==> src/rtl/mem_ctrl.sv <==
// ---------------------------------------------------------------------------
// mem_ctrl -- byte-serial arbiter between the LSB / instruction fetch and an
// 8-bit synchronous RAM/IO bus.
//
// A 1/2/4-byte load, store or 4-byte fetch is broken into consecutive byte
// cycles at base, base+1, ... Read data is assembled LSB first and returned
// zero-extended. Priority in IDLE: pending store, live store pulse, LSB
// load, fetch. A store pulse that arrives while the bus is busy is parked
// in a one-deep buffer and issued ahead of everything else once idle.
//
// Optional build macro: MEM_IO_STALL_EN
//   defined   : a store into IO space (addr[17:16] == IO_TAG) holds its
//               current byte, with the strobe low, while io_full is high.
//   undefined : io_full is ignored.
//
// Ports
//   clk, rst           clock; asynchronous active-low reset
//   rdy                0 = freeze every register, strobe forced low
//   flush              abort an in-flight or about-to-start read
//   io_full            IO output buffer full (stall build only)
//   lsb_rd_req         level load request, held until lsb_rd_done
//   lsb_wr_req         one-cycle store pulse
//   lsb_len/addr/wdata access size in bits, byte address, store data
//   lsb_rd_done/rdata  load-complete pulse and zero-extended data
//   lsb_wr_done        store-complete pulse
//   if_req/if_addr     level 32-bit fetch request and address
//   if_done/if_data    fetch-complete pulse and instruction word
//   mem_din            RAM read byte, valid the cycle after mem_a
//   mem_dout/mem_a     write byte and byte address
//   mem_wr             write strobe
// ---------------------------------------------------------------------------
module mem_ctrl #(
    parameter int         ADDR_W = 32,
    parameter logic [1:0] IO_TAG = 2'b11
) (
    input  logic              clk,
    input  logic              rst,
    input  logic              rdy,
    input  logic              flush,
    input  logic              io_full,

    input  logic              lsb_rd_req,
    input  logic              lsb_wr_req,
    input  logic [5:0]        lsb_len,
    input  logic [ADDR_W-1:0] lsb_addr,
    input  logic [31:0]       lsb_wdata,
    output logic              lsb_rd_done,
    output logic [31:0]       lsb_rdata,
    output logic              lsb_wr_done,

    input  logic              if_req,
    input  logic [ADDR_W-1:0] if_addr,
    output logic              if_done,
    output logic [31:0]       if_data,

    input  logic [7:0]        mem_din,
    output logic [7:0]        mem_dout,
    output logic [ADDR_W-1:0] mem_a,
    output logic              mem_wr
);

    typedef enum logic [1:0] {IDLE, READ, WRITE, DONE} state_t;

    typedef struct packed {
        logic [ADDR_W-1:0] addr;
        logic [2:0]        n;
        logic [31:0]       data;
    } wreq_t;

    localparam logic [ADDR_W-1:0] ONE = {{(ADDR_W-1){1'b0}}, 1'b1};

    // Byte count from lsb_len[5:3]; zero means one byte, anything above a
    // word is clamped to four bytes since the data paths are 32 bits wide.
    function automatic logic [2:0] byte_cnt(input logic [2:0] f);
        logic [2:0] n;
        n = f;
        if (n == 3'd0)
            n = 3'd1;
        else if (n > 3'd4)
            n = 3'd4;
        return n;
    endfunction

    function automatic logic is_io(input logic [ADDR_W-1:0] a);
        return a[17:16] == IO_TAG;
    endfunction

    state_t            state_q, state_d;
    logic [2:0]        cnt_q, cnt_d;
    logic [2:0]        cur_n_q, cur_n_d;
    logic              cur_lsb_q, cur_lsb_d;   // read owner: 1 = LSB, 0 = fetch
    logic              cur_io_q, cur_io_d;
    logic [31:0]       cur_data_q, cur_data_d;
    logic [31:0]       rd_buf_q, rd_buf_d;
    wreq_t             pend_q, pend_d;
    logic              pend_vld_q, pend_vld_d;

    logic [ADDR_W-1:0] mem_a_q, mem_a_d;
    logic [7:0]        mem_dout_q, mem_dout_d;
    logic              mem_wr_q, mem_wr_d;
    logic              lsb_rd_done_q, lsb_rd_done_d;
    logic              lsb_wr_done_q, lsb_wr_done_d;
    logic [31:0]       lsb_rdata_q, lsb_rdata_d;
    logic              if_done_q, if_done_d;
    logic [31:0]       if_data_q, if_data_d;

    wreq_t             live;
    wreq_t             wsel;
    logic [2:0]        k;       // index of the edge being taken, counted from E0
    logic [1:0]        bidx;    // byte slot captured on this read edge
    logic              stall;

    assign live = wreq_t'{addr: lsb_addr, n: byte_cnt(lsb_len[5:3]), data: lsb_wdata};
    assign wsel = pend_vld_q ? pend_q : live;
    assign k    = cnt_q + 3'd1;
    assign bidx = k[1:0] - 2'd2;

`ifdef MEM_IO_STALL_EN
    assign stall = (state_q == WRITE) && cur_io_q && io_full;
`else
    assign stall = 1'b0;
`endif

    logic unused;
    assign unused = ^{lsb_len[2:0], io_full, cur_io_q};

    // ---------------- next-state / datapath ----------------
    always_comb begin
        state_d       = state_q;
        cnt_d         = cnt_q;
        cur_n_d       = cur_n_q;
        cur_lsb_d     = cur_lsb_q;
        cur_io_d      = cur_io_q;
        cur_data_d    = cur_data_q;
        rd_buf_d      = rd_buf_q;
        pend_d        = pend_q;
        pend_vld_d    = pend_vld_q;
        mem_a_d       = mem_a_q;
        mem_dout_d    = mem_dout_q;
        mem_wr_d      = mem_wr_q;
        lsb_rd_done_d = lsb_rd_done_q;
        lsb_wr_done_d = lsb_wr_done_q;
        lsb_rdata_d   = lsb_rdata_q;
        if_done_d     = if_done_q;
        if_data_d     = if_data_q;

        if (rdy) begin
            lsb_rd_done_d = 1'b0;
            lsb_wr_done_d = 1'b0;
            if_done_d     = 1'b0;

            // A store pulse that cannot be taken directly is parked. In IDLE
            // without flush it is taken directly below instead.
            if (lsb_wr_req && !pend_vld_q && (state_q != IDLE || flush)) begin
                pend_d     = live;
                pend_vld_d = 1'b1;
            end

            case (state_q)
                IDLE: begin
                    if (!flush) begin
                        if (pend_vld_q || lsb_wr_req) begin
                            pend_vld_d = 1'b0;
                            state_d    = WRITE;
                            cnt_d      = 3'd0;
                            mem_a_d    = wsel.addr;
                            mem_dout_d = wsel.data[7:0];
                            mem_wr_d   = 1'b1;
                            cur_n_d    = wsel.n;
                            cur_data_d = wsel.data;
                            cur_io_d   = is_io(wsel.addr);
                        end else if (lsb_rd_req) begin
                            state_d   = READ;
                            cnt_d     = 3'd0;
                            mem_a_d   = lsb_addr;
                            cur_n_d   = byte_cnt(lsb_len[5:3]);
                            cur_lsb_d = 1'b1;
                            rd_buf_d  = 32'd0;
                        end else if (if_req) begin
                            state_d   = READ;
                            cnt_d     = 3'd0;
                            mem_a_d   = if_addr;
                            cur_n_d   = 3'd4;
                            cur_lsb_d = 1'b0;
                            rd_buf_d  = 32'd0;
                        end
                    end
                end

                READ: begin
                    if (flush) begin
                        state_d = IDLE;
                    end else begin
                        cnt_d = k;
                        if (k < cur_n_q)
                            mem_a_d = mem_a_q + ONE;
                        // RAM returns byte i two edges after its address left
                        // this block; unused upper bytes stay zero.
                        if (k >= 3'd2)
                            rd_buf_d[{bidx, 3'b000} +: 8] = mem_din;
                        if (k == cur_n_q + 3'd1) begin
                            state_d = DONE;
                            if (cur_lsb_q) begin
                                lsb_rd_done_d = 1'b1;
                                lsb_rdata_d   = rd_buf_d;
                            end else begin
                                if_done_d = 1'b1;
                                if_data_d = rd_buf_d;
                            end
                        end
                    end
                end

                WRITE: begin
                    if (!stall) begin
                        cnt_d = k;
                        if (k < cur_n_q) begin
                            mem_a_d    = mem_a_q + ONE;
                            mem_dout_d = cur_data_q[{k[1:0], 3'b000} +: 8];
                        end else begin
                            mem_wr_d      = 1'b0;
                            lsb_wr_done_d = 1'b1;
                            state_d       = DONE;
                        end
                    end
                end

                // One dead cycle so a still-held level request is not taken twice.
                DONE: state_d = IDLE;

                default: state_d = IDLE;
            endcase
        end
    end

    // ---------------- state register ----------------
    always_ff @(posedge clk or negedge rst) begin
        if (!rst) begin
            state_q       <= IDLE;
            cnt_q         <= 3'd0;
            cur_n_q       <= 3'd0;
            cur_lsb_q     <= 1'b0;
            cur_io_q      <= 1'b0;
            cur_data_q    <= 32'd0;
            rd_buf_q      <= 32'd0;
            pend_q        <= '0;
            pend_vld_q    <= 1'b0;
            mem_a_q       <= '0;
            mem_dout_q    <= 8'd0;
            mem_wr_q      <= 1'b0;
            lsb_rd_done_q <= 1'b0;
            lsb_wr_done_q <= 1'b0;
            lsb_rdata_q   <= 32'd0;
            if_done_q     <= 1'b0;
            if_data_q     <= 32'd0;
        end else begin
            state_q       <= state_d;
            cnt_q         <= cnt_d;
            cur_n_q       <= cur_n_d;
            cur_lsb_q     <= cur_lsb_d;
            cur_io_q      <= cur_io_d;
            cur_data_q    <= cur_data_d;
            rd_buf_q      <= rd_buf_d;
            pend_q        <= pend_d;
            pend_vld_q    <= pend_vld_d;
            mem_a_q       <= mem_a_d;
            mem_dout_q    <= mem_dout_d;
            mem_wr_q      <= mem_wr_d;
            lsb_rd_done_q <= lsb_rd_done_d;
            lsb_wr_done_q <= lsb_wr_done_d;
            lsb_rdata_q   <= lsb_rdata_d;
            if_done_q     <= if_done_d;
            if_data_q     <= if_data_d;
        end
    end

    // Strobe is gated combinationally so rdy / IO stall take effect at once.
    assign mem_wr      = mem_wr_q & rdy & ~stall;
    assign mem_a       = mem_a_q;
    assign mem_dout    = mem_dout_q;
    assign lsb_rd_done = lsb_rd_done_q;
    assign lsb_wr_done = lsb_wr_done_q;
    assign lsb_rdata   = lsb_rdata_q;
    assign if_done     = if_done_q;
    assign if_data     = if_data_q;

endmodule
==> config.mk <==
export PLATFORM = sky130hd
export DESIGN_NAME = mem_ctrl
export DESIGN_NICKNAME = d
export VERILOG_FILES = /design/src/rtl/mem_ctrl.sv
export SDC_FILE = /design/constraint.sdc
export NUM_CORES = 1
export LEC_CHECK = 0
export ABC_AREA = 0
export CORE_MARGIN = 4
export CORE_UTILIZATION = 55
export CTS_BUF_LIST = sky130_fd_sc_hd__clkbuf_4 sky130_fd_sc_hd__clkbuf_8
export CTS_CLUSTER_DIAMETER = 50
export CTS_CLUSTER_SIZE = 16
export DETAILED_ROUTE_END_ITERATION = 8
export PLACE_DENSITY = 0.83
export SLEW_MARGIN = 25
export SYNTH_ARGS = -nofsm -noshare
export SYNTH_HDL_FRONTEND = slang
export SYNTH_SLANG_ARGS = --single-unit
==> constraint.sdc <==
create_clock -name clk -period 5.2 [get_ports clk]
set_input_delay 0.78 -clock clk [delete_from_list [all_inputs] [get_ports clk]]
set_output_delay 0.78 -clock clk [all_outputs]
set_load 0.01 [all_outputs]
==> run_results.csv <==
group,metric,value,unit
critical_path,timing.rr.start,"cnt_q[0]",
synthesis,synth_area_leaders,"dfrtp_1 50%, nand2_1 10%, mux2_2 6.6%, mux2i_1 5.2%, o21ai_0 3.8%",
clock_tree,cts_tree,"done",
power_and_ir_drop,powerDensity,565,nW/µm²
grt,grt_max_degree,112,
timing,rsz0062_at_grt,"no",
final_layout,stdcell_area,15500,µm²
place,dp.final_hpwl,23700,µm
detailed_routing,route.detailed.drc,0,
critical_path,reg2reg_to,"mem_a[8]",
timing,worst_pin_slew,1.05,ns
die,row_count,54,
die,ioPinCount,226,
final_layout,syn_to_final_growth,24.7,%
critical_path,crit_chain,"buf_4, ha_1, xor2_2, ha_1, a21oi_1, nand4b_1, a31o_2, or4_1, nand3_1",
detailed_routing,vias,10600,
power_and_ir_drop,ir_drop,0.357,mV
timing,slew_headroom,29.5,%
synthesis,synth_top_area_cell,"dfrtp_1",
timing,period_minus_slack,3.46,ns
detailed_routing,first_pass_iters,6,
clock_tree,post_cts_buffers,0,
place,place_area,14800,µm²
synthesis,synth_nets,1419,
final_layout,drive_gt1_share,11.1,%
die,fp.coreArea,22000,µm²
die,die_w,158,µm
grt,grt_pass1_vias,9951,
synthesis,ys_types,58,
critical_path,cpMaxStageDelayCell,"or4_1",
critical_path,crit_type,"reg -> reg",
critical_path,rrSetupSlack,1.74,ns
synthesis,syn_area,12400,µm²
synthesis,synth_seq_cells,249,
clock_tree,clock_latency,0.59,ns
detailed_routing,via_per_inst,5.98,
final_layout,num-fill-cells,1650,
critical_path,crit_top_cell,"ha_1",
power_and_ir_drop,leakagePower,0.00709,µW
detailed_routing,ant_nets,0,
synthesis,yosysSeqAreaShare,50.1,%
timing,setup_slack,1.74,ns
hold_path,hold_path.class,"in -> async",
clock_tree,cts_resized,0,
grt,grt_pass1_wl,53200,µm
die,initial_core_util,56.5,%
synthesis,async_reset_ff_share,100,%
clock_tree,clockRootBuffer,"clkbuf_8",
place,port_buffers,221,
grt,grt.total_usage,26.5,%
synthesis,synthCells,1286,
detailed_routing,wl_per_cell,19.2,µm
clock_tree,htreeDepth,1,
synthesis,synth-edff-count,0,
synthesis,synth_common_cells,"339 x nand2_1, 249 x dfrtp_1, 95 x o21ai_0",
synthesis,yosysTopAreaCellShare,50.1,%
timing,max_freq,0.289,GHz
synthesis,synth_most_common_cell,"nand2_1",
timing,fin_crit_sh,66.6,%
place,place_ws,1.49,ns
die,die_area,25100,µm²
critical_path,cpPeakStageDelay,0.58,ns
critical_path,required,5.71,ns
place,gp_congestion,0.896,
timing,fin_worst_skew,0.0262,ns
clock_tree,clock-sinks,249,
outcome,status,"complete, no violations",
clock_tree,cts_buffers,27,
job,drv_cap,0,
critical_path,cp-start-kind,"flip-flop",
timing,tns,0,ns
timing,hold_viol_final,0,
timing,slew_viol_final,0,
synthesis,synth_area_per_cell,9.67,µm²
grt,antenna_found_initial,3,
critical_path,cp.arrival,3.98,ns
synthesis,ys.flop_type,"dfrtp_1",
clock_tree,clockBufferDepth,3,
clock_tree,cts_hold_buf,0,
grt,gr-total-overflow,0,
critical_path,ff2ff_path_depth,9,
critical_path,end_kind,"flip-flop",
final_layout,fin_nets,1605,
timing,finalSetupViolations,0,
synthesis,ys_warn_count,0,
detailed_routing,wl,34000,µm
critical_path,crit_path_end,"mem_a[8]",
critical_path,critPathLaunch,"cnt_q[0]",
detailed_routing,drt_iter0_markers,1046,
die,die_h,158,µm
clock_tree,clk_pin_slew_worst_paths,0.09,ns
critical_path,cp_max_fo,45,
-- cell families after synthesis --
group                    synth area share (%)
AO/OA/AOI/OAI                            13.4
flip-flops                               50.1
adder cells (fa/ha/maj)                  1.51
XOR/XNOR                                0.342
buffers and inverters                    3.11
multiplexers                             13.4
AND/OR/NAND/NOR                          18.2
-- metrics by stage --
step	utilization, %	hold slack [ns]	total power [µW]	instances
2_1_floorplan	-	0.437	5810	1286
3_3_place_gp	67.4	0.450	7060	1722
3_5_place_dp	67.4	0.460	7260	1722
4_1_cts	70.2	0.252	8740	1770
5_1_grt	70.4	0.291	9370	1773
6_report	70.4	0.243	8760	1774
-- critical path: cells and delay by family (launching register included) --
family | cells | cell delay, ns
simple gates | 3 | 0.86
compound gates | 2 | 0.82
fa+ha+maj | 2 | 0.64
xor+xnor | 1 | 0.40
flops | 1 | 0.35
buf+inv | 1 | 0.31
-- area by class of cell --
cell class / instances / area [µm²] / area share, %
antenna: 3 / 7.51 / 0.0484
clock buffer: 29 / 393 / 2.53
clock inverter: 19 / 219 / 1.41
inverter: 16 / 60.1 / 0.387
multi-input combinational: 939 / 5850 / 37.8
sequential: 249 / 6230 / 40.2
tap: 280 / 350 / 2.26
timing repair buffer: 239 / 2380 / 15.4
-- where the power goes --
| group | total (µW) | leakage [µW] | switching [µW] | internal [µW] |
|---|---|---|---|---|
| registers | 3290 | 0.00310 | 587 | 2710 |
| clock network | 1470 | 0.000312 | 809 | 660 |
| logic | 4000 | 0.00368 | 2220 | 1780 |
-- cells in the final DEF (no fill, tap or decap), types with 15 or more instances in the layout --
| cell | count |
|---|---|
| clkdlybuf4s50_1 | 220 |
| nand3_1 | 23 |
| mux2_2 | 73 |
| o21ai_0 | 95 |
| dfrtp_1 | 248 |
| a21oi_1 | 64 |
| clkbuf_8 | 28 |
| and3_1 | 23 |
| buf_4 | 16 |
| ha_1 | 15 |
| inv_1 | 16 |
| mux2i_1 | 65 |
| a22o_1 | 37 |
| nor2_1 | 49 |
| nand2_1 | 339 |
| or4_1 | 15 |
-- worst min path at each step --
| stage | startpoint | end | slack (ns) | depth (start not counted) |
|---|---|---|---|---|
| floorplan | pend_q[34] | pend_q[34] | 0.44 | 2 |
| global placement | pend_q[34] | pend_q[34] | 0.45 | 2 |
| detailed placement | pend_q[34] | pend_q[34] | 0.46 | 2 |
| CTS | rst | rd_buf_q[13] | 0.25 | 1 |
| global route | rst | rd_buf_q[13] | 0.29 | 1 |
| finish | rst | if_data[27] | 0.24 | 1 |
-- metal layers --
layer	routed length (µm)	track usage (%)
met1	13900	37.3
met2	16200	42.8
met3	2880	4.43
met4	1050	7.84
met5	23	0
-- sequential cells by signal, summed over array words and instances (netlist names), 2 cells and up --
register / flops
pend_q: 67
cur_data_q: 32
if_data: 32
lsb_rdata: 32
mem_a: 32
rd_buf_q: 32
mem_dout: 8
cnt_q: 3
cur_n_q: 3
state_q: 2
Note: power is estimated with default switching activity, not from simulation.
